$ cat config.mk
export PLATFORM = sky130hd
export DESIGN_NAME = seq_umul_add
export DESIGN_NICKNAME = d
export VERILOG_FILES = /design/src/rtl/seq_umul_add.sv
export SDC_FILE = /design/constraint.sdc
export NUM_CORES = 1
export LEC_CHECK = 0
export BUFFER_PORTS_ARGS = -buffer_cell sky130_fd_sc_hd__buf_4
export CORE_ASPECT_RATIO = 1.25
export CORE_UTILIZATION = 40
export CTS_BUF_LIST = sky130_fd_sc_hd__clkbuf_4 sky130_fd_sc_hd__clkbuf_8
export DETAILED_ROUTE_END_ITERATION = 10
export GPL_TIMING_DRIVEN = 0
export HOLD_SLACK_MARGIN = 0.06
export PLACE_DENSITY = 0.63
export SLEW_MARGIN = 0
export SYNTH_ARGS = -nofsm -noshare
export SYNTH_HDL_FRONTEND = slang
export SYNTH_SLANG_ARGS = --single-unit
$ cat constraint.sdc
create_clock -name clk -period 6.4 [get_ports clk]
set_input_delay 0.32 -clock clk [delete_from_list [all_inputs] [get_ports clk]]
set_output_delay 0.32 -clock clk [all_outputs]
set_load 0.05 [all_outputs]
$ cat src/rtl/seq_umul_add.sv
// seq_umul_add: iterative radix-2 shift-add unsigned multiply-accumulate.
// Computes Product = Multiplicand * Multiplier + Addend and consumes one
// Multiplier bit per clock. A WIDTH-bit operation takes WIDTH RUN cycles.
module seq_umul_add #(
   parameter int WIDTH = 32
) (
   input  logic                 clk,
   input  logic                 rst,
   input  logic                 start,
   input  logic [WIDTH-1:0]     Multiplicand,
   input  logic [WIDTH-1:0]     Multiplier,
   input  logic [WIDTH-1:0]     Addend,
   output logic [2*WIDTH-1:0]   Product,
   output logic                 busy,
   output logic                 done
);

   // Counter just wide enough to reach WIDTH-1.
   localparam int CW = (WIDTH > 1) ? $clog2(WIDTH) : 1;
   localparam logic [CW-1:0] LAST_COUNT = CW'(WIDTH - 1);

   typedef enum logic {
      IDLE = 1'b0,
      RUN  = 1'b1
   } state_t;

   state_t              state_reg;
   state_t              state_next;
   logic [WIDTH-1:0]    mcand_reg;
   logic [WIDTH:0]      hi_reg;
   logic [WIDTH-1:0]    lo_reg;
   logic [CW-1:0]       count_reg;
   logic [2*WIDTH-1:0]  product_reg;
   logic                busy_reg;
   logic                done_reg;

   logic                accept;
   logic                last_iter;
   logic [WIDTH:0]      sum;
   logic [2*WIDTH:0]    shifted;

   // Next-state logic: accept a request in IDLE, leave RUN on the last iteration.
   always_comb begin
      state_next = state_reg;
      accept     = 1'b0;
      last_iter  = 1'b0;
      case (state_reg)
         IDLE: begin
            if (start) begin
               accept     = 1'b1;
               state_next = RUN;
            end
         end
         RUN: begin
            if (count_reg == LAST_COUNT) begin
               last_iter  = 1'b1;
               state_next = IDLE;
            end
         end
         default: state_next = IDLE;
      endcase
   end

   // One shift-add step: conditionally add the multiplicand into the upper half,
   // then shift the whole {hi,lo} pair right so the next multiplier bit lands in lo[0].
   always_comb begin
      sum     = hi_reg + (lo_reg[0] ? {1'b0, mcand_reg} : {(WIDTH+1){1'b0}});
      shifted = {sum, lo_reg} >> 1;
   end

   // State, datapath and output registers; reset aborts any operation in flight.
   always_ff @(posedge clk) begin
      if (rst) begin
         state_reg   <= IDLE;
         mcand_reg   <= '0;
         hi_reg      <= '0;
         lo_reg      <= '0;
         count_reg   <= '0;
         product_reg <= '0;
         busy_reg    <= 1'b0;
         done_reg    <= 1'b0;
      end else begin
         state_reg <= state_next;
         busy_reg  <= (state_next == RUN);
         done_reg  <= last_iter;
         if (accept) begin
            // Addend seeds the upper accumulator so it is summed in for free.
            mcand_reg <= Multiplicand;
            hi_reg    <= {1'b0, Addend};
            lo_reg    <= Multiplier;
            count_reg <= '0;
         end else if (state_reg == RUN) begin
            hi_reg    <= shifted[2*WIDTH:WIDTH];
            lo_reg    <= shifted[WIDTH-1:0];
            count_reg <= count_reg + 1'b1;
            // The top accumulator bit is always zero after the final shift.
            if (last_iter) begin
               product_reg <= shifted[2*WIDTH-1:0];
            end
         end
      end
   end

   assign Product = product_reg;
   assign busy    = busy_reg;
   assign done    = done_reg;

endmodule

==> metrics.yaml, run 1 <==
routing:
  initial_drc_count: 495
  detail_route.first_pass.iterations: 6
  via_count: 8040
  route.detailed.wl_per_inst_um: 16.86
  detail_route.vias_per_cell: 5.217
  ant_nets: 0
  drc: 0
  drt-total-wl_um: 25980
critical_path:
  worst_setup_path_end_kind: "flip-flop"
  critical-path-slowest-cell: "dfxtp_1"
  cpLargestDelayFamily: "compound AO/OA/AOI/OAI gates"
  cp_max_fo: 10
  crit_type: "reg -> reg"
  max_stage_delay_ps: 450
  timing.critical_path.required_ps: 6800
  cp_cell_sequence: "clkbuf_1 > and2_1 > ha_1 > fa_1 > a211oi_1 > nor2_1 > o31ai_2 > a21oi_1 > a21oi_1 > nor2_1 > mux2_2 > o21ai_2"
  critPathArrivalTime_ps: 4050
  worstSetupStartpointType: "flip-flop"
  timing.critical_path.buf_inv: 1
clocking:
  number_of_setup_buffers_added_after_cts: 0
  htree_levels: 4
  hold_bufs_at_cts: 0
  clock_insertion_delay_worst_skew_ps: 470
  cts_max_path_buffers: 2
  cts_buffers: 17
  post_cts.resized_instances: 0
  ctsRootBufferMaster: "clkbuf_8"
  clock-sinks: 167
  path_clk_slew_ps: 100
  tritoncts: "built"
timing:
  post-route-min-period_ps: 3652
  hold_viol_final: 0
  drv_slew: 0
  timing.final.ws_setup_ps: 2748
  hold_slack_ps: 83.74
  report.final.setup_viol: 0
  tightest_slew_ps: 783.4
  max_freq_mhz: 273.8
  worst_clock_skew_ps: 14.19
  setup_tns_ps: 0
  min_period_over_period: 0.5706
  relative_slew_slack: 0.4778
  grt_setup_unrepaired: "no"
yosys:
  synthesis.yosys.warnings: 0
  flip_flop_and_latch_count_after_synthesis: 167
  synth_compound_gate_area_share: 0.2104
  netlist_instances: 1071
  synth.net_count: 1205
  synth_async_sr_flop_share: 0
  synth.avg_cell_area_sq_um: 7.939
  post_synth_xor_area_fraction: 0.02987
  ys_dominant_reg_cell: "dfxtp_1"
  synth_fa_ha_area_frac: 0.05238
  seq_area_frac_synth: 0.3932
  synthesis.area_sq_mm: 0.008503
  synth.mux.area_fraction: 0.06224
  post_synth_and_or_nand_nor_area_fraction: 0.2119
  ys_types: 69
  synth_top_family_by_area: "simple AND/OR/NAND/NOR gates"
  synth_edf_count: 0
cells_and_area:
  final_layout_size_suffix_gt1_frac: 0.1872
  largest_reg_flops: 64
  fin_util: 0.5035
  fin_nets: 1387
  final_cell_area_sq_mm: 0.01048
  area.growth.synth_to_final_pct: 23.28
job:
  drv.max_cap_violation_count: 0
power:
  vdd_drop_max_mv: 0.1384
  p_int_w: 0.001611
  cellPowerDensity_mw_per_mm2: 213.7
  seq_power_share: 0.497
  total_leakage_power_nw: 4.414
  power_switching_share: 0.2811
  p_clk_frac: 0.354
  switchingPower_w: 0.0006297
  power.combinational.fraction: 0.149
die:
  die-width_um: 132.4
  chipHeight_um: 165.0
  design.die.area_sq_mm: 0.02185
  num_io_pins: 165
  num_rows: 59
  fp.coreArea_sq_mm: 0.02082
  floorplan.initialDensity: 0.4085
placed_design:
  dp_hpwl_um: 19820
  gpl.final_weighted_congestion: 0.9284
  placedInstanceArea_sq_mm: 0.01007
  place_ws_ps: 2814
  portBuffers: 163
global_routing:
  number_of_global_route_vias_before_repair: 7632
  global_route.usage.total: 0.2412
  largest_net_degree_at_the_start_of_global_routing: 17
  global_route.overflow_total: 0
  number_of_antenna_violations_at_the_first_check_in_global_routing: 1
  grt_pass1_wl_um: 40710
min_path:
  worst_hold_path_type: "in -> reg"
run_status:
  run_status: "finished clean"
cell families (layout without fill, tap and decap cells):
logic type	Yosys count	after routing
buf+inv	87	282
compound gates	298	298
mux	51	51
flops	167	167
simple gates	404	404
fa+ha+maj	35	35
other cells	0	1
xor+xnor	29	29
metrics by stage:
stage	power [W]	cells
after global placement	0.001468	1508
after CTS	0.002256	1540
after global routing	0.002340	1541
final	0.002240	1541
after floorplan	0.001343	1071
after detailed placement	0.001471	1508
area by class of cell:
cell class              count  area, sq um
repair buffers            163         1224
clock inverters            10        120.1
fillers                  2164        10330
plain buffers              79        310.3
multi-input cells         817         4820
well taps                 274        342.8
clock buffers              22        290.3
diodes                      1        2.502
inverters                   8        30.03
flip-flops and latches    167         3343
metal layers:
| metal | routed length (um) | vias up | global-route usage |
|---|---|---|---|
| li1 | - | 4071 | - |
| met1 | 10950 | 3711 | 0.2900 |
| met2 | 12440 | 217 | 0.4153 |
| met3 | 2016 | 41 | 0.06446 |
| met4 | 569 | 0 | 0.08203 |
| met5 | 0 | - | 0 |
path summary, 6_finish.rpt:
| path | slack [ps] | end | startpoint | cells past startpoint |
|---|---|---|---|---|
| min reg2reg | 450 | mcand_reg[30] | mcand_reg[30] | 2 |
| max reg2reg | 2750 | Product[59] | lo_reg[0] | 12 |
| min | 80 | mcand_reg[10] | Multiplicand[10] | 3 |
| max | 2750 | Product[59] | lo_reg[0] | 12 |
power by group through the flow:
stage / Combinational, W / Sequential (W) / Clock [W]
6_report: 0.000335 / 0.00111 / 0.000792
5_1_grt: 0.000372 / 0.00112 / 0.000848
4_1_cts: 0.000335 / 0.00111 / 0.000808
3_5_place_dp: 0.000334 / 0.00114 / 0
3_3_place_gp: 0.000331 / 0.00114 / 0
2_1_floorplan: 0.000214 / 0.00113 / 0
cells in the mapped netlist (2+ instances only):
cell type	count	area (sq um)
a21o_1	9	67.56
mux2i_1	36	360.4
a21oi_1	163	815.8
clkbuf_2	2	10.01
and2_1	38	237.7
nor3b_1	4	30.03
xor2_1	14	122.6
nor4_1	2	12.51
a21oi_2	2	17.52
nand4_1	9	56.30
and3_1	3	18.77
clkbuf_1	62	232.7
nor2b_1	17	106.4
o21ai_1	8	40.04
buf_2	6	30.03
o31ai_1	2	15.01
nor3_1	10	50.05
o21bai_1	4	30.03
ha_1	34	425.4
mux2_2	15	168.9
dfxtp_1	167	3343
nor4b_1	2	17.52
o21ai_2	2	17.52
and4_1	2	17.52
buf_1	8	30.03
xnor2_1	15	131.4
a211o_1	2	17.52
o21ai_0	36	180.2
nand2b_1	3	18.77
o21a_1	5	37.54
a31oi_1	6	37.54
nand2_1	178	668.1
o2111ai_1	2	17.52
nor2_1	118	442.9
a211oi_1	33	247.7
inv_1	8	30.03
o211ai_2	2	25.02
o211ai_1	2	15.01
nand3_1	10	50.05
worst register-to-register path: cells and delay by family, from the launching register on:
family / cells / cell delay, ps
compound gates: 5 / 1440
simple gates: 3 / 460
fa+ha+maj: 2 / 640
mux: 1 / 310
buf+inv: 1 / 290
flops: 1 / 450
cell usage in the layout, fill, tap and decap left out, types with 10 or more instances in the layout:
cell / count
ha_1: 34
clkbuf_1: 62
a211oi_1: 33
mux2i_1: 36
nand2_1: 178
clkbuf_8: 20
nor3_1: 10
nand3_1: 10
nor2b_1: 17
xor2_1: 14
o21ai_0: 36
nor2_1: 118
xnor2_1: 15
buf_4: 164
dfxtp_1: 167
mux2_2: 15
and2_1: 38
a21oi_1: 163
Power figures use the tool's default switching activity.
==> run 2, diff against run 1 <==
--- a/config.mk
+++ b/config.mk
@@ -5,6 +5,7 @@
 export SDC_FILE = /design/constraint.sdc
 export NUM_CORES = 1
 export LEC_CHECK = 0
+export ABC_AREA = 1
 export BUFFER_PORTS_ARGS = -buffer_cell sky130_fd_sc_hd__buf_4
 export CORE_ASPECT_RATIO = 1.25
 export CORE_UTILIZATION = 40
@@ -12,7 +13,7 @@
 export DETAILED_ROUTE_END_ITERATION = 10
 export GPL_TIMING_DRIVEN = 0
 export HOLD_SLACK_MARGIN = 0.06
-export PLACE_DENSITY = 0.63
+export PLACE_DENSITY = 0.65
 export SLEW_MARGIN = 0
 export SYNTH_ARGS = -nofsm -noshare
 export SYNTH_HDL_FRONTEND = slang
==> constraint.sdc (replaced) <==
create_clock -name clk -period 3.15 [get_ports clk]
set_input_delay 0.1575 -clock clk [delete_from_list [all_inputs] [get_ports clk]]
set_output_delay 0.1575 -clock clk [all_outputs]
set_load 0.05 [all_outputs]
==> run 2 against run 1 <==
- sequential power increased by 100%
- critical path type unchanged
- first-iteration DRC count unchanged
- flip-flop and latch count unchanged
- cell count increased by 25%
- global-route usage up 2.4 points
- largest power group unchanged
- wire length increased by 16%
- synthesized area up 4.9%
- non-clock buffer count increased by 69
- sequential share of layout area down 3.7 points
- combinational power is 110% higher
- largest cell class unchanged
- count of clock-buffer cells in the layout shrank 3
- clock skew grew 2.3 ps
==> metrics.yaml, run 2 <==
run_status:
  run_status: "finished clean"
die:
  num_rows: 60  # +1.7%
  floorplan.initialDensity: 0.4112  # +0.002725
  chipHeight_um: 169.0  # +2.4%
  num_io_pins: 165  # unchanged
  fp.coreArea_sq_mm: 0.02170  # +4.2%
  design.die.area_sq_mm: 0.02291  # +4.8%
  die-width_um: 135.6  # +2.4%
routing:
  dr_wl_met2_um: 15460  # +24%
  route.met3.wl_um: 1526  # -24%
  ant_nets: 0  # unchanged
  route.detailed.wl_per_inst_um: 15.61  # -7.4%
  via_count: 9480  # +18%
  detail_route.first_pass.iterations: 7  # +1
  detail_route.vias_per_cell: 4.904  # -6.0%
  drt-total-wl_um: 30170  # +16%
  highest_layer: "met5"
  wl_met1_um: 12000  # +9.6%
  initial_drc_count: 495  # unchanged
  drc: 0  # unchanged
yosys:
  netlist.area_leader.share: 0.3748  # -0.01842
  synthesis.area_sq_mm: 0.008921  # +4.9%
  synth.avg_cell_area_sq_um: 6.536  # -18%
  netlist_instances: 1365  # +27%
  synth_common_cells: "448 x nand2_1, 222 x inv_1, 167 x dfxtp_1"
  yosys-top-cells-area: "dfxtp_1 37%, nand2_1 19%, inv_1 9.3%"
  ys_dominant_reg_cell: "dfxtp_1"
  synth_async_sr_flop_share: 0  # unchanged
  flip_flop_and_latch_count_after_synthesis: 167  # unchanged
  synthMostInstantiatedCell: "nand2_1"
  synth.largest_area_cell: "dfxtp_1"
  synth.net_count: 1499  # +24%
  synthesis.yosys.warnings: 0  # unchanged
  ys_types: 36  # -48%
  seq_area_frac_synth: 0.3748  # -0.01842
  synth_edf_count: 0  # unchanged
clocking:
  number_of_setup_buffers_added_after_cts: 0  # unchanged
  ctsRootBufferMaster: "clkbuf_8"
  cts_buffers: 17  # unchanged
  clock_insertion_delay_worst_skew_ps: 490  # +20 ps
  cts_max_path_buffers: 2  # unchanged
  tritoncts: "built"
  htree_levels: 4  # unchanged
  clock-sinks: 167  # unchanged
  path_clk_slew_ps: 100  # about the same
timing:
  hold_viol_final: 0  # unchanged
  report.final.setup_viol: 0  # unchanged
  tightest_slew_ps: 753.7  # -29.66 ps
  timing.final.ws_setup_ps: 224.2  # -2524 ps
  relative_slew_slack: 0.4975  # +0.01977
  max_freq_mhz: 341.8  # +25%
  grt_setup_unrepaired: "no"
  worst_clock_skew_ps: 16.53  # +2.347 ps
  setup_tns_ps: 0  # unchanged
  min_period_over_period: 0.9288  # +0.3582
  post-route-min-period_ps: 2926  # -726.4 ps
  drv_slew: 0  # unchanged
critical_path:
  critPathArrivalTime_ps: 3300  # -750 ps
  worst-r2r-setup-slack_ps: 220  # -2520 ps
  timing.critical_path.required_ps: 3530  # -3270 ps
  worstSetupStartpointType: "flip-flop"
  worst_flop_to_flop_path_startpoint: "lo_reg[0]"
  worst_setup_path_end_kind: "flip-flop"
  timing.rr.end: "hi_reg[11]"
  timing.reg2reg.worst_path_depth: 13  # +1
  cp_max_fo: 10  # unchanged
  worst_setup_path_startpoint: "lo_reg[0]"
  crit_type: "reg -> reg"
min_path:
  worst_hold_path_type: "in -> reg"
  hold_path_startpoint: "Addend[18]"
  min_to: "hi_reg[18]"
  hold-path-cell-count: 4  # +1
power:
  total_leakage_power_nw: 6.331  # +43%
  switchingPower_w: 0.001347  # +110%
  power.combinational.fraction: 0.148  # about the same
  seq_power_share: 0.476  # -0.021
  cellPowerDensity_mw_per_mm2: 396.2  # +85%
  p_clk_frac: 0.375  # +0.021
  power_switching_share: 0.2862  # +0.005079
  vdd_drop_max_mv: 0.2520  # +82%
  p_int_w: 0.003360  # +110%
cells_and_area:
  largest_reg_flops: 64  # unchanged
  fin_nets: 1775  # +28%
  finish.cell_count_without_fillers: 1933  # +25%
  most-common-layout-cells: "448 x nand2_1, 222 x inv_1, 167 x dfxtp_1"
  fill_cells: 2166  # +0.092%
  area.growth.synth_to_final_pct: 33.16
  final_layout_size_suffix_gt1_frac: 0.1487  # -0.03847
  insertedDiodeCount: 0  # -1
  layout_commonest_cell: "nand2_1"
placed_design:
  gpl.final_weighted_congestion: 0.9227  # -0.61%
  placed_instances: 1808  # +20%
  dp_hpwl_um: 23180  # +17%
  place_ws_ps: 204.8  # -2609 ps
  portBuffers: 164  # +0.61%
global_routing:
  largest_net_degree_at_the_start_of_global_routing: 17  # unchanged
  global_route.overflow_total: 0  # unchanged
  number_of_global_route_vias_before_repair: 9177  # +20%
  global_route.usage.total: 0.2652  # +0.02400
  grt_pass1_wl_um: 46020  # +13%
  number_of_antenna_violations_at_the_first_check_in_global_routing: 1  # unchanged
job:
  drv.max_cap_violation_count: 0  # unchanged
-- run 2: cell types whose count changed in the layout (fill, tap and decap cells not counted), moves of 36 or more --
| cell | change |
|---|---|
| nand2_1 | +270 |
| inv_1 | +214 |
| a21oi_1 | -111 |
| dlygate4sd3_1 | +93 |
| nand3_1 | +59 |
| mux2i_1 | -36 |
| o21ai_0 | +36 |
-- run 2: timing repair --
action | in CTS | in global routing
hold buffers | 93 | 0
endpoints found under the hold margin | 93 | 0
resized for setup | 0 | 2
endpoints found under the setup margin | 0 | 7
-- run 2: kinds of logic (layout without fill, tap and decap cells) --
family	after synthesis	in the layout	synth area share
adders and majority gates	35	35	0.04993
DFF	167	167	0.3748
buffers and inverters	278	567	0.1198
and+or+nand+nor	686	686	0.3178
xor gates and xnor gates	12	12	0.01178
AOI/OAI and AO/OA	187	187	0.1259
-- run 2: cell type report --
type                       count  area, sq um  share of cell area
clock inverter                13        183.9             0.01548
multi-input combinational    920         4509              0.3796
sequential                   167         3343              0.2814
tap                          279        349.1             0.02939
timing repair buffer         257         2162              0.1820
buffer                        54        229.0             0.01928
clock buffer                  19        261.5             0.02201
inverter                     224        840.8             0.07078
-- run 2: layer usage --
metal	up-vias	GRT usage
met5	-	0
met4	2	0.1158
met3	65	0.05211
met2	260	0.4916
met1	4343	0.2867
li1	4810	-
-- run 2: through the flow --
stage	cell area, sq um	hold WS, ps	util	total power, W
floorplan	8921	292.4	-	0.002634
detailed placement	10500	385.2	0.4840	0.002889
CTS	11880	62.73	0.5475	0.004716
global placement	10500	380.6	0.4840	0.002882
global route	11880	83.86	0.5475	0.004884
finish	11880	71.68	0.5475	0.004707
-- run 2: critical path, cell delays in order, from the launching register on --
cell      delay [ps]
dfxtp_1          310
clkbuf_1         190
clkbuf_2         250
nand2_1          100
inv_1             70
ha_1             250
fa_1             460
nand3_1          110
nand3_1          170
nand3_1          130
nand3b_1         200
xnor2_1          330
nor2_1            70
o21a_1           180
-- run 2: power groups by stage --
stage	combinational, W	sequential [W]	clock (W)
after floorplan	0.000355	0.00228	0
after global placement	0.000593	0.00229	0
after detailed placement	0.000599	0.00229	0
after CTS	0.000694	0.00224	0.00178
after global routing	0.000765	0.00225	0.00187
final	0.000698	0.00224	0.00177
-- run 2: how the worst max path moves through the flow --
stage	endpoint	slack (ps)
2_1_floorplan	hi_reg[11]	880
3_3_place_gp	Product[55]	200
3_5_place_dp	Product[55]	200
4_1_cts	hi_reg[23]	170
5_1_grt	hi_reg[26]	50
6_report	hi_reg[11]	220
